==> src/rtl/seg7_pkg.sv <==
// Shared glyph patterns, scan-digit enum and anode helper for the counter display.
package seg7_pkg;

    localparam int NUM_DIGITS = 3;

    typedef enum logic [1:0] {
        DIG_ONES = 2'd0,
        DIG_TENS = 2'd1,
        DIG_DIR  = 2'd2
    } digit_sel_t;

    typedef enum logic [1:0] {
        GLYPH_NUM,
        GLYPH_U,
        GLYPH_D,
        GLYPH_BLANK
    } glyph_kind_t;

    // Active-high patterns, bit order gfedcba
    localparam logic [6:0] SEG_0     = 7'h3F;
    localparam logic [6:0] SEG_1     = 7'h06;
    localparam logic [6:0] SEG_2     = 7'h5B;
    localparam logic [6:0] SEG_3     = 7'h4F;
    localparam logic [6:0] SEG_4     = 7'h66;
    localparam logic [6:0] SEG_5     = 7'h6D;
    localparam logic [6:0] SEG_6     = 7'h7D;
    localparam logic [6:0] SEG_7     = 7'h07;
    localparam logic [6:0] SEG_8     = 7'h7F;
    localparam logic [6:0] SEG_9     = 7'h6F;
    localparam logic [6:0] SEG_U     = 7'h3E;
    localparam logic [6:0] SEG_D     = 7'h5E;
    localparam logic [6:0] SEG_BLANK = 7'h00;

    function automatic logic [NUM_DIGITS-1:0] anode_onehot(input digit_sel_t sel);
        logic [NUM_DIGITS-1:0] onehot;
        onehot = '0;
        case (sel)
            DIG_ONES: onehot = 3'b001;
            DIG_TENS: onehot = 3'b010;
            DIG_DIR:  onehot = 3'b100;
            default:  onehot = 3'b001;
        endcase
        return onehot;
    endfunction

endpackage

==> src/rtl/seg7_encode.sv <==
// Combinational glyph encoder: decimal digit or direction/blank glyph to active-high segments.
module seg7_encode
    import seg7_pkg::*;
(
    input  logic [3:0]  digit,
    input  glyph_kind_t kind,
    output logic [6:0]  pattern
);

    always_comb begin
        pattern = SEG_BLANK;
        case (kind)
            GLYPH_NUM: begin
                case (digit)
                    4'd0:    pattern = SEG_0;
                    4'd1:    pattern = SEG_1;
                    4'd2:    pattern = SEG_2;
                    4'd3:    pattern = SEG_3;
                    4'd4:    pattern = SEG_4;
                    4'd5:    pattern = SEG_5;
                    4'd6:    pattern = SEG_6;
                    4'd7:    pattern = SEG_7;
                    4'd8:    pattern = SEG_8;
                    4'd9:    pattern = SEG_9;
                    default: pattern = SEG_BLANK;
                endcase
            end
            GLYPH_U: pattern = SEG_U;
            GLYPH_D: pattern = SEG_D;
            default: pattern = SEG_BLANK;
        endcase
    end

endmodule

==> src/rtl/seg7_count_display.sv <==
// Multiplexed 3-digit display of a 4-bit counter (two decimal digits plus U/d glyph).
// Optional macro LEADING_ZERO_BLANK_EN blanks the tens digit for values below 10.
module seg7_count_display
    import seg7_pkg::*;
#(
    parameter int REFRESH_DIV    = 100000,
    parameter bit SEG_ACTIVE_LOW = 1'b1,
    parameter bit AN_ACTIVE_LOW  = 1'b1
) (
    input  logic                  clk,
    input  logic                  rst,
    input  logic [3:0]            count_in,
    input  logic                  mode_in,
    output logic [6:0]            seg,
    output logic [NUM_DIGITS-1:0] an,
    output logic                  frame_start
);

    localparam int DIV_W = $clog2(REFRESH_DIV);

    logic [DIV_W-1:0] div_cnt;
    logic             tick;
    digit_sel_t       digit_sel;
    digit_sel_t       digit_next;
    logic [3:0]       snap_count;
    logic             snap_mode;
    logic             tens;
    logic [3:0]       ones;
    logic [3:0]       enc_digit;
    glyph_kind_t      enc_kind;
    logic [6:0]       enc_pattern;

    assign tick        = (div_cnt == DIV_W'(REFRESH_DIV - 1));
    assign frame_start = tick && (digit_sel == DIG_DIR) && !rst;
    assign tens        = (snap_count >= 4'd10);
    assign ones        = snap_count - (tens ? 4'd10 : 4'd0);

    always_comb begin
        digit_next = digit_sel;
        if (tick) begin
            case (digit_sel)
                DIG_ONES: digit_next = DIG_TENS;
                DIG_TENS: digit_next = DIG_DIR;
                default:  digit_next = DIG_ONES;
            endcase
        end
    end

    always_comb begin
        enc_digit = 4'd0;
        enc_kind  = GLYPH_BLANK;
        case (digit_sel)
            DIG_ONES: begin
                enc_kind  = GLYPH_NUM;
                enc_digit = ones;
            end
            DIG_TENS: begin
                enc_kind  = GLYPH_NUM;
                enc_digit = {3'b000, tens};
`ifdef LEADING_ZERO_BLANK_EN
                if (!tens) begin
                    enc_kind = GLYPH_BLANK;
                end
`endif
            end
            DIG_DIR:  enc_kind = snap_mode ? GLYPH_U : GLYPH_D;
            default:  enc_kind = GLYPH_BLANK;
        endcase
    end

    seg7_encode u_encode (
        .digit   (enc_digit),
        .kind    (enc_kind),
        .pattern (enc_pattern)
    );

    // Snapshot only at the frame boundary so a frame never mixes two counter values
    always_ff @(posedge clk) begin
        if (rst) begin
            div_cnt    <= '0;
            digit_sel  <= DIG_ONES;
            snap_count <= 4'd0;
            snap_mode  <= 1'b0;
            seg        <= {7{SEG_ACTIVE_LOW}};
            an         <= {NUM_DIGITS{AN_ACTIVE_LOW}};
        end else begin
            div_cnt   <= tick ? '0 : div_cnt + 1'b1;
            digit_sel <= digit_next;
            if (frame_start) begin
                snap_count <= count_in;
                snap_mode  <= mode_in;
            end
            seg <= enc_pattern ^ {7{SEG_ACTIVE_LOW}};
            an  <= anode_onehot(digit_sel) ^ {NUM_DIGITS{AN_ACTIVE_LOW}};
        end
    end

endmodule

==> config.mk <==
export PLATFORM = sky130hd
export DESIGN_NAME = seg7_count_display
export DESIGN_NICKNAME = d
export VERILOG_FILES = /design/src/rtl/seg7_pkg.sv /design/src/rtl/seg7_encode.sv /design/src/rtl/seg7_count_display.sv
export SDC_FILE = /design/constraint.sdc
export NUM_CORES = 1
export LEC_CHECK = 0
export CAP_MARGIN = 40
export CORE_ASPECT_RATIO = 1.4
export CORE_MARGIN = 3
export CORE_UTILIZATION = 56
export DETAILED_ROUTE_END_ITERATION = 12
export MAX_ROUTING_LAYER = met4
export PLACE_DENSITY = 0.89
export SKIP_LAST_GASP = 1
export SYNTH_ARGS = -nofsm -noshare
export SYNTH_HDL_FRONTEND = slang
export SYNTH_HIERARCHICAL = 1
export SYNTH_SLANG_ARGS = --single-unit
==> constraint.sdc <==
create_clock -name clk -period 2.5 [get_ports clk]
set_input_delay 0.5 -clock clk [delete_from_list [all_inputs] [get_ports clk]]
set_output_delay 0.5 -clock clk [all_outputs]
set_load 0.005 [all_outputs]
* Word-level counts from Yosys, hierarchy flattened *
Memory sizes are Yosys's and may differ from the RTL's.
Index checks and enable logic that the tools add are counted.

word-level totals
  flip-flop bits (word level) = 34
  ROM bits = 112
  input bits = 7
  memories = 1

cells by class
  add/subtract/negate cells = 2
  $lt $le $gt $ge = 1
  eq/ne operators = 5
  multiplexer cells = 8
  bitwise gates (word level) = 2
  reduce and logical (&&, ||, !) cells = 7

memory list
  name              words  width  read ports  clocked after memory_dff  write ports  line               text
  (name not given)  16     7      1           0                         0            seg7_encode.sv:14  case (digit)

operator list
  cell                   number
  $pmux 7 s3             1
  $add 17x1->17 const B  1
  $eq 17x17->1 const B   1
  $pmux 2 s2             2
  $pmux 4 s2             1
  $not 7->7              1
  $pmux 3 s2             1
  $eq 2x1->1 const B     2
  $eq 2x2->1 const B     2
  $ge 4x4->1 const B     1
  $logic_not 2->1        2
  $mux 4                 1
  $reduce_or 2->1        2
  $sub 4x4->4            1
  $mux 3                 1
  $not 3->3              1
  $logic_and 1x1->1      2
  $mux 2                 1
  $logic_not 1->1        1

* Logic depth before layout (Yosys ltp) *
Gate-level depths: netlist of run 1.
An unclocked memory read counts as a cell.

  depth in word-level cells = 7
  gate-level depth with buffers = 10

* By module *
Netlist of run 1, hierarchy kept.

by module, submodules not included
  module              instances  cells each  area each (um^2)
  seg7_count_display  1          155         1577.8
  seg7_encode         1          42          290.3

* Worst setup path after synthesis of run 1 *
No wires, ideal clock.

  kind = register -> register
  start point = register snap_count[1]
  end point = register seg[5]
  setup time = 0.062 ns
  arrival time = 1.935 ns
  required time = 2.438 ns
  setup slack = 0.504 ns
  stages on the path, launching flop included = 10
  buffers on the path = 0
  period minus slack after synthesis = 1.996 ns
  path through = dfxtp_1 -> o21a_1 -> ha_1 -> nor2b_1 -> inv_1 -> ha_1 -> or2_0 -> a311oi_1 -> a211oi_1 -> nand2b_1

on the way
  longest elaborated chain between the ends = 7

ends and longest elaborated chain
  element                   line                      text
  from (decl)               seg7_count_display.sv:25  logic [3:0] snap_count;
  from (signal assigned)    seg7_count_display.sv:90  snap_count <= count_in;
  $ge 4x4->1                seg7_count_display.sv:35  assign tens = (snap_count >= 4'd10);
  $mux 4                    seg7_count_display.sv:36  assign ones = snap_count - (tens ? 4'd10 : 4'd0);
  $sub 4x4->4 (*)           seg7_count_display.sv:36
  $pmux 4 s2 (*)            seg7_count_display.sv:52  case (digit_sel)
  named net enc_digit[1]    seg7_count_display.sv:29  logic [3:0] enc_digit;
  $mem_v2 16x7 (*)          --
  $pmux 7 s3 (*)            seg7_encode.sv:12         case (kind)
  named net enc_pattern[5]  seg7_count_display.sv:31  logic [6:0] enc_pattern;
  $not 7->7 (no line) (*)   --
  to (signal assigned)      seg7_count_display.sv:84  seg <= {7{SEG_ACTIVE_LOW}};
  to (signal assigned)      seg7_count_display.sv:93  seg <= enc_pattern ^ {7{SEG_ACTIVE_LOW}};
  to (decl)                 seg7_count_display.sv:14  output logic [6:0] seg,

Mark *: on every way through the listed nets, which the timed path passes. The rest lies on a longest branch.
A chain may end at the register's enable or synchronous reset.

* Final worst setup path of run 1 *
  start point = register div_cnt[0]
  end point = output frame_start

on the way
  longest elaborated chain between the ends = 3

ends and longest elaborated chain
  element                         line                      text
  from (decl)                     seg7_count_display.sv:21  logic [DIV_W-1:0] div_cnt;
  from (signal assigned)          seg7_count_display.sv:87  div_cnt <= tick ? '0 : div_cnt + 1'b1;
  $eq 17x17->1                    seg7_count_display.sv:33  assign tick = (div_cnt == DIV_W'(REFRESH_DIV - 1));
  $logic_and 1x1->1 (2 in a row)  seg7_count_display.sv:34  assign frame_start = tick && (digit_sel == DIG_DIR) && !rst;
  to (decl)                       seg7_count_display.sv:16  output logic frame_start

No other way between the ends.

==> results.toml, run 1 <==
[run_status]
status = "completed"

[floorplanning]
row_count = 24
die_w_um = 54.8
core_mm2 = 0.00315
num_io_pins = 18
start_util_pct = 59.2
dieArea_mm2 = 0.00407
die_h_um = 74.3

[detailed_routing]
drtIter0Drc = 30
vias = 1405
via_per_inst = 5.42
ant_nets = 0
finalWirelength_um = 3340
drc = 0
wl_per_cell_um = 12.9
dr.pass1.iters = 4

[grt]
grt_pass1_wl_um = 5670
grt_util_all_layers_pct = 20.0
grt_max_degree = 19
antenna_found_initial = 0
grt-ovfl-total = 0
grt_pass1_vias = 1372

[clock_network]
cts_buffers = 5
clkLatencyLatePin_ns = 0.29
hold_buffers = 0
cts_tree = "built"
clk_pin_slew_ns = 0.07
root_buffer = "clkbuf_8"
clock_path_buffers = 2
htreeDepth = 2
clock_sinks = 34

[power_and_ir_drop]
p_per_area_mw_per_mm2 = 476
leakage_nw = 0.881
ir_worst_vdd_uv = 538

[worst_setup_path]
start_kind = "flip-flop"
cp-end-kind = "output port"
cp_max_fo = 4
cpPeakStageDelay_ns = 0.53
path_cells = "ha_2 > and3_1 > nand4_1 > nor3_1 > clkdlybuf4s50_1"
critical_path_class = "reg -> out"
cp_slowest_cell = "clkdlybuf4s50_1"
worstPathBufferInverterCount = 1
cp_top_family = "buffers and inverters"
worstPathArrival_ns = 1.87
required_ns = 2.00

[final_layout]
final_common_cell = "dfxtp_1"
final_cell_mix = "34 x dfxtp_1, 23 x nor2_1, 17 x clkdlybuf4s50_1"
layout-drive-gt1-share_pct = 14.1
final_nets = 241
syn2layout_area_growth_pct = 15.7
antenna_cells = 0
fillCellCount = 242

[synth]
synth_largest_area_cell = "dfxtp_1"
netlist_instances = 197
synth_top_area_share_pct = 36.4
yosysUniqueCellTypes = 41
syn_area_mm2 = 0.00187
avgSynthCellArea_um2 = 9.48
ys_warn_count = 6
synth.ff_latch_count = 34
seq_area_frac_synth_pct = 36.4
synth_nets = 219
netlist_top_cells_area = "dfxtp_1 36%, ha_1 10%, xor2_1 6.1%"

[sta]
holdWs_ns = 0.463
max_slew_margin_pct = 71.0
clock_skew_ns = 0.00546
setup_viol = 0
min_period_over_period_pct = 94.8
setup_tns_ns = 0
rsz0062_at_grt = "false"
fmax_mhz = 422
drv_slew = 0
worstMarginPinSlew_ns = 0.435
period_minus_slack_ns = 2.37
finalHoldViolCount = 0

[worst_hold_path]
hold_path.class = "reg -> reg"

[placed_design]
hpwl_um = 2480
port_buffers = 17
place.gp.congestion = 0.769

[job]
drv_cap = 0
==> stage by stage <==
stage          utilization [%]  total power [mW]  cell area [um^2]  std cells  worst slack, ns
4_1_cts                   68.5              1.04              2160        259           0.0947
5_1_grt                   68.6              1.06              2160        259          0.00817
3_5_place_dp              65.5             0.613              2060        251            0.173
6_report                  68.6              1.03              2160        259            0.129
3_3_place_gp              65.5             0.612              2060        251            0.192
2_1_floorplan                -             0.589              1870        197            0.504
==> cell families (layout without fill, tap and decap cells) <==
family / count (synthesis) / after routing / share of synthesized area (%)
simple gates: 88 / 88 / 29.9
flops: 34 / 34 / 36.4
buf+inv: 19 / 42 / 5.83
compound gates: 18 / 18 / 6.23
xor+xnor: 16 / 16 / 7.50
fa+ha+maj: 15 / 15 / 10.0
mux: 7 / 7 / 4.09
==> worst paths after layout <==
check / startpoint / endpoint / slack [ns] / cells past startpoint
worst max-delay path: div_cnt[0] / frame_start / 0.13 / 5
worst min-delay path: div_cnt[0] / div_cnt[0] / 0.46 / 1
worst max register to register: snap_count[1] / seg[5] / 0.30 / 9
worst min register to register: div_cnt[0] / div_cnt[0] / 0.46 / 1
==> layout make-up <==
| type | count | area, um^2 | share of cell area, % |
|---|---|---|---|
| clock buffers | 6 | 82.6 | 3.82 |
| repair buffers | 23 | 215 | 9.95 |
| well taps | 39 | 48.8 | 2.26 |
| flip-flops and latches | 34 | 681 | 31.5 |
| multi-input cells | 144 | 1080 | 50.0 |
| clock inverters | 2 | 12.5 | 0.579 |
| inverters | 11 | 41.3 | 1.91 |
==> worst reg2reg max path, stage by stage, from the launching register on <==
cell and delay [ns]:
dfxtp_1 0.31, o21a_1 0.20, ha_1 0.27, nor2b_1 0.36
inv_1 0.15, ha_1 0.22, or2_0 0.20, a311oi_1 0.29
a211oi_1 0.08, nand2b_1 0.07
==> per-layer routing <==
metal	global-route usage (%)	routed length, um	up-vias
li1	-	-	706
met1	18.7	1260	663
met2	34.9	1860	25
met3	5.21	113	11
met4	11.6	106	0
met5	-	0	-
==> sequential cells by signal (all words and copies together) (netlist names) <==
name	cells
div_cnt	17
an	3
snap_mode	1
snap_count	4
seg	7
digit_sel	2
==> where the power goes <==
group          switching (mW)  internal, mW
Combinational          0.0160        0.0278
Clock                   0.207         0.221
Sequential            0.00508         0.552
Total                   0.228         0.801
==> cell usage after synthesis (all sizes together) <==
library cell / count
xor2: 13
nand2b: 15
buf: 6
o21a: 1
mux2: 5
nor2b: 7
o31ai: 2
dfxtp: 34
nor3: 1
nor2: 24
ha: 15
o21ai: 6
or3: 1
and3: 3
a311oi: 1
a22o: 1
and4bb: 2
xnor2: 3
nand3b: 1
inv: 11
a21oi: 4
a211oi: 3
and4: 5
and2: 4
nand2: 7
nor3b: 2
clkbuf: 2
nand3: 4
nor4b: 1
nand4: 9
or2: 2
mux2i: 2
==> timing repair <==
item,4_1_cts,5_1_grt
setup endpoints to repair,0,1
gates resized for setup,0,1
setup buffers,0,0
Power figures use the tool's default switching activity.
==> run 2: changes to the inputs <==
--- a/config.mk
+++ b/config.mk
@@ -5,6 +5,7 @@
 export SDC_FILE = /design/constraint.sdc
 export NUM_CORES = 1
 export LEC_CHECK = 0
+export ABC_CLOCK_PERIOD_IN_PS = 2500
 export CAP_MARGIN = 40
 export CORE_ASPECT_RATIO = 1.4
 export CORE_MARGIN = 3
@@ -12,6 +13,7 @@
 export DETAILED_ROUTE_END_ITERATION = 12
 export MAX_ROUTING_LAYER = met4
 export PLACE_DENSITY = 0.89
+export SKIP_CTS_REPAIR_TIMING = 1
 export SKIP_LAST_GASP = 1
 export SYNTH_ARGS = -nofsm -noshare
 export SYNTH_HDL_FRONTEND = slang
==> results of run 2 <==
Final layout, timing and power as in run 1 (identical DEF).
==> run 3: changes to the inputs <==
--- a/config.mk
+++ b/config.mk
@@ -14,7 +14,6 @@
 export MAX_ROUTING_LAYER = met4
 export PLACE_DENSITY = 0.89
 export SKIP_CTS_REPAIR_TIMING = 1
-export SKIP_LAST_GASP = 1
 export SYNTH_ARGS = -nofsm -noshare
 export SYNTH_HDL_FRONTEND = slang
 export SYNTH_HIERARCHICAL = 1
==> results of run 3 <==
Final layout, timing and power as in run 1 (identical DEF).
